[src/rtl/ex_mem_pipe.sv]
// EX/MEM pipeline register with a 2-entry skid buffer: main entry drives out_*, skid absorbs one extra.
// Optional stall counter enabled by defining EX_MEM_STALL_CNT_EN.
module ex_mem_pipe #(
  parameter int DATA_W = 32,
  parameter int REG_W  = 5
) (
  input  logic              clk,
  input  logic              rst,
  input  logic              flush,
  input  logic              in_valid,
  output logic              in_ready,
  input  logic [DATA_W-1:0] in_alu_result,
  input  logic [DATA_W-1:0] in_write_data,
  input  logic [REG_W-1:0]  in_rd,
  input  logic [3:0]        in_ctrl,
  output logic              out_valid,
  input  logic              out_ready,
  output logic [DATA_W-1:0] out_alu_result,
  output logic [DATA_W-1:0] out_write_data,
  output logic [REG_W-1:0]  out_rd,
  output logic [3:0]        out_ctrl,
  output logic [31:0]       stall_cnt
);

  typedef struct packed {
    logic [DATA_W-1:0] alu;
    logic [DATA_W-1:0] wdata;
    logic [REG_W-1:0]  rd;
    logic [3:0]        ctrl;
  } ent_t;

  ent_t main_q, main_d, skid_q, skid_d, in_ent;
  logic main_vld_q, main_vld_d, skid_vld_q, skid_vld_d;
  logic accept, drain;

  assign in_ready = ~skid_vld_q;
  assign accept   = in_valid & in_ready;
  assign drain    = main_vld_q & out_ready;

  // Writes to x0 are architecturally dropped, so regwrite is cleared at capture.
  always_comb begin
    in_ent.alu   = in_alu_result;
    in_ent.wdata = in_write_data;
    in_ent.rd    = in_rd;
    in_ent.ctrl  = in_ctrl;
    if (in_rd == '0) in_ent.ctrl[3] = 1'b0;
  end

  always_comb begin
    main_d     = main_q;
    skid_d     = skid_q;
    main_vld_d = main_vld_q;
    skid_vld_d = skid_vld_q;
    if (flush) begin
      main_vld_d = 1'b0;
      skid_vld_d = 1'b0;
    end else if (!main_vld_q || drain) begin
      if (skid_vld_q) begin
        main_d     = skid_q;
        main_vld_d = 1'b1;
        skid_vld_d = accept;
        if (accept) skid_d = in_ent;
      end else begin
        main_vld_d = accept;
        if (accept) main_d = in_ent;
      end
    end else if (accept) begin
      skid_d     = in_ent;
      skid_vld_d = 1'b1;
    end
  end

  always_ff @(posedge clk) begin
    if (rst) begin
      main_q     <= '0;
      skid_q     <= '0;
      main_vld_q <= 1'b0;
      skid_vld_q <= 1'b0;
    end else begin
      main_q     <= main_d;
      skid_q     <= skid_d;
      main_vld_q <= main_vld_d;
      skid_vld_q <= skid_vld_d;
    end
  end

  assign out_valid      = main_vld_q;
  assign out_alu_result = main_q.alu;
  assign out_write_data = main_q.wdata;
  assign out_rd         = main_q.rd;
  // Idle slots must never present a memwrite to the memory stage.
  assign out_ctrl       = main_vld_q ? main_q.ctrl : 4'b0;

`ifdef EX_MEM_STALL_CNT_EN
  logic [31:0] stall_cnt_q;
  always_ff @(posedge clk) begin
    if (rst) stall_cnt_q <= '0;
    else if (main_vld_q && !out_ready) stall_cnt_q <= stall_cnt_q + 32'd1;
  end
  assign stall_cnt = stall_cnt_q;
`else
  assign stall_cnt = '0;
`endif

endmodule

[config.mk]
export PLATFORM = sky130hd
export DESIGN_NAME = ex_mem_pipe
export DESIGN_NICKNAME = d
export VERILOG_FILES = /design/src/rtl/ex_mem_pipe.sv
export SDC_FILE = /design/constraint.sdc
export NUM_CORES = 1
export LEC_CHECK = 0
export ABC_AREA = 1
export CORE_MARGIN = 8
export CORE_UTILIZATION = 46
export CTS_BUF_LIST = sky130_fd_sc_hd__clkbuf_8
export DETAILED_ROUTE_END_ITERATION = 16
export PLACE_DENSITY = 0.83
export SLEW_MARGIN = 20
export SYNTH_ARGS = -nofsm -noshare
export SYNTH_HDL_FRONTEND = slang
export SYNTH_SLANG_ARGS = --single-unit
[constraint.sdc]
create_clock -name clk -period 1.2 [get_ports clk]
set_input_delay 0.36 -clock clk [delete_from_list [all_inputs] [get_ports clk]]
set_output_delay 0.36 -clock clk [all_outputs]
set_load 0.01 [all_outputs]
* Word-level counts from Yosys, hierarchy flattened
Index checks and enable logic that the tools add are counted.
** Word-level totals
- Flip-flop bits (word level) :: 148
- Bits of input ports :: 78
- Output and inout bits :: 107
- Word-level logic and storage cells :: 34
** Operators by class
- Equality and inequality tests :: 1
- Muxes and demuxes :: 11
- Bitwise operators :: 4
- Reductions and logical operators :: 8
** Operators by type and width (count)
- 2-to-1 mux 73 bit :: 5
- zero test 5 bit :: 1
- 2-to-1 mux 1 bit :: 5
- 2-to-1 mux 4 bit :: 1
- nonzero test 2 bit :: 2
- AND reduction 3 bit :: 1
- bitwise AND 1 bit :: 2
- inequality test 2 bit (second input constant) :: 1
- NOT 1 bit :: 2
- AND reduction 2 bit :: 1
- OR reduction 2 bit :: 1
- zero test 1 bit :: 1
- logical OR 1 bit :: 1

* Depth between registers and ports, before layout
- Depth after elaboration :: 5
- Gate-level depth with buffers :: 8
- Depth with buffers taken out :: 7

* Worst setup path after synthesis
OpenSTA, ideal clock, no wires.
- Path kind :: register -> register
- Start point :: register main_vld_q, in the netlist out_valid
- End point :: register skid_q[10] (netlist name)
- Setup time :: 113 ps
- Data arrival time :: 1159 ps
- Data required time :: 1087 ps
- Setup slack :: -72 ps
- Stages on the path, launching flop included :: 8
- Buffers on the path :: 2
- Period minus slack after synthesis :: 1272 ps
- Path through :: dfxtp_1 -> nand2_1 -> nor2_1 -> nand2_1 -> buf_4 -> buf_2 -> o21ai_1 -> nor2_1
** Between the ends
- Word-level cells in the longest chain between the ends :: 4
- Elaborated cells on any way between the ends :: 6
- Those cells by class :: eq/ne (1); mux (1); bitwise (1); reduce/logical (3)
** Ends and longest elaborated chain
- start, declared :: line 33 : logic main_vld_q, main_vld_d, skid_vld_q, skid_vld_d;
- start signal, assigned :: line 82 : main_vld_q <= main_vld_d;
- bitwise AND 1 bit / zero test 1 bit (equally long branches) :: line 38, 57
- logical OR 1 bit * :: line 57 : end else if (!main_vld_q || drain) begin
- inequality test 2 bit (no source line)
- AND reduction 2 bit (no source line)
- end signal, assigned :: line 81 : skid_q <= skid_d;
- end, declared :: line 32 : ent_t main_q, main_d, skid_q, skid_d, in_ent;
Mark *: on every way between the ends. The rest lies on a longest branch, timed or not.
A chain may end at the register's enable or synchronous reset.

* Final worst setup path
- Start point :: register main_vld_q, in the netlist out_valid
- End point :: register skid_q[18] (netlist name)
Same word-level chain as after synthesis.

==> run summary <==
multiplexer share of the synthesized area -> 0%
nets -> 1245
slowest CP cell -> dfxtp_4
Hold EP -> out_write_data[16]$_SDFFE_PP0P_
Hold Path Class -> primary input to flop
crit-path cells -> buf_6, nand2_8, nor2_4, nand2_8, buf_8, clkbuf_16, o21ai_2, nor2_1
Worst setup EP type -> flop
Crit Path Max Fanout -> 6
fin crit share -> 129%
Power Density -> 1030 nW/µm²
Synth Area in Compound Gates -> 10.5%
failing checks -> negative setup slack
depth of the CTS H-tree -> 4
GR met3 Demand/Resource -> 7.52%
worst setup margin -> -348 ps
post-synth cell types -> 17
WP data required -> 1570 ps
worst stage delay on the critical path -> 410 ps
# fillers -> 971
MaxCap Viol Count -> 0
DRT iter0 DRCs -> 654
Worst Setup Path Type -> flop to flop
total CTS buffers -> 17
DR DRC count -> 0
post-synthesis sequential area ratio -> 42.0%
CTS max path bufs -> 2
crit start category -> flop
pin count of the biggest net entering global routing -> 46
Worst Skew -> 12.6 ps
share of layout cells above drive strength 1 -> 40.9%
Avg WL per Cell -> 19.6 µm
reg2reg end -> skid_q[18]$_SDFFE_PP0P_
vias per cell -> 5.52
IO Pins -> 185
GR Util met2 -> 38.5%
GR peak layer -> met2
Psw -> 3.15 mW
Remaining Overflow, GRT -> 0
global placer's final weighted congestion -> 0.797
CTS tree -> built
Worst-Skew Late Latency -> 470 ps
Tmin final -> 1550 ps
post-route ant nets -> 0
row count -> 45
core box area -> 15100 µm²
Synth Warn # -> 0
post-layout util -> 74.4%
Min Hold Slack -> 303 ps
maximum VDD drop -> 0.685 mV
commonest non-fill, non-tap cell in the layout -> nand2_1
post-synthesis average cell area -> 6.94 µm²
clock share of power -> 35.9%
worst r2r src -> out_valid$_SDFFE_PP0N_
Sw Share -> 27.4%
most frequent CP cell -> nand2_8
combinational share of power -> 18.8%
GR met1 Demand/Resource -> 27.3%
area delta synth->final -> 59.1%
Setup violations, final -> 223
largest family of logic cells by synthesized area -> simple AND/OR/NAND/NOR gates
diodes inserted -> 0
Synth Area in Adders -> 0%
most frequent cells in the layout -> 234 x nand2_1, 120 x nor2_1, 88 x buf_6, 77 x dfxtp_1, 76 x clkdlybuf4s50_1
xor/xnor share of the synthesized area -> 0%
status -> finished with violations
depth of the worst hold-timing path -> 3
Mapped Area -> 7050 µm²
crit path DAT -> 1910 ps
Hold Buf Count CTS -> 0
simple-gate share of the synthesized area -> 30.7%
clk sinks -> 148
First-pass DRT Iterations -> 5
DIE WIDTH -> 140 µm
Syn Inst Count -> 1016
R2R Setup Slk -> -350 ps
GRT Overall Usage -> 23.2%
initial antenna violation count -> 2
final hold violations -> 0
multi-input logic area -> 3840 µm²
Max Slew Vio Count -> 0
synthesized flop and latch total -> 148
IO buf count -> 152
RSZ-0062 raised after global routing -> yes
setup TNS -> -37670 ps
Flop pwr share -> 45.3%
vias in the first global route -> 6862
Total Routed Length -> 26800 µm
chip height -> 140 µm
static leakage -> 4.79 nW
first-pass GRT wire length -> 36400 µm
Reg area -> 3060 µm²
worst-case reg-to-reg path depth -> 8
Root Buffer -> clkbuf_8
CTS clk-pin slew, worst paths -> 90 ps
FMAX -> 0.646 GHz
worst hold start -> rst
die footprint -> 19500 µm²
via count -> 7556
estimated wirelength of the detail-placed design -> 13200 µm
Pint -> 8.36 mW
Starting Density -> 46.7%
==> registers in the layout, summed over array words and instances, names as in the netlist <==
name	flops
main_q	4
out_alu_result	32
out_valid	1
skid_q	73
out_rd	5
skid_vld_q	1
out_write_data	32
==> stage by stage <==
step	area (µm²)	worst slack (ps)	std cells	power, mW
after CTS	9990	-333	1332	11.1
after global placement	8430	-571	1263	6.74
after detailed placement	8430	-605	1263	6.77
final	11200	-348	1368	11.5
after floorplan	7170	1.10	1047	6.17
after global routing	11200	-384	1368	11.9
==> logic make-up after synthesis <==
logic type / count (synthesis)
buffers and inverters: 193
other: 1
and+or+nand+nor: 527
DFF: 148
AOI/OAI and AO/OA: 147
==> cells in the mapped netlist <==
library cell  instances  area [µm²]
inv_1                11        41.3
conb_1                1        3.75
o21ai_0              12        60.1
clkbuf_1             28         105
buf_1                 1        3.75
nand2_2               1        6.26
buf_4               109         818
nor2_1              153         574
o31ai_1               1        7.51
nand2_1             298        1120
dfxtp_1             148        2960
o21ai_1              61         305
nand3_1               4        20.0
nand4_1              71         444
a21oi_1              73         365
inv_2                 4        15.0
buf_2                40         200
==> how the worst max path moves through the flow <==
stage | slack (ps) | startpoint | endpoint
after floorplan | 1 | rst | skid_q[10]$_SDFFE_PP0P_
after global placement | -570 | out_ready | skid_q[48]$_SDFFE_PP0P_
after detailed placement | -610 | out_ready | skid_q[49]$_SDFFE_PP0P_
after CTS | -330 | out_valid$_SDFFE_PP0N_ | out_ctrl[3]
after global routing | -380 | out_valid$_SDFFE_PP0N_ | skid_q[53]$_SDFFE_PP0P_
final | -350 | out_valid$_SDFFE_PP0N_ | skid_q[18]$_SDFFE_PP0P_
==> routing by layer <==
metal	routed length, µm	part of all wire (%)
met5	28	0.10
met4	1050	3.9
met3	2470	9.2
met2	12900	48
met1	10300	39
==> timing repair <==
action                     in CTS  in global routing
pin swaps                      40                120
gates cloned                   19                 12
buffers inserted               20                 37
gates resized for setup       507                272
setup endpoints to repair     223                223
==> worst max-delay path, delay by kind of cell, from the launching register on <==
kind | cells | cell delay, ps
AO/OA/AOI/OAI | 1 | 120
buffers and inverters | 3 | 480
AND/OR/NAND/NOR | 4 | 420
flip-flops | 1 | 410
==> final cells by class <==
cell class | instances | area share, %
Timing Repair Buffer | 279 | 32.0
Clock inverter | 13 | 1.42
Inverter | 15 | 0.636
Clock buffer | 19 | 2.33
Tap cell | 188 | 2.10
Multi-Input combinational cell | 706 | 34.2
Sequential cell | 148 | 27.3
==> power groups by stage <==
stage,sequential [mW],combinational [mW],clock (mW)
after floorplan,5.25,0.922,0
after global placement,5.26,1.48,0
after detailed placement,5.27,1.50,0
after CTS,5.20,1.80,4.14
after global routing,5.23,2.29,4.39
final,5.22,2.16,4.14
No activity file was read; power rests on OpenSTA's default activity.
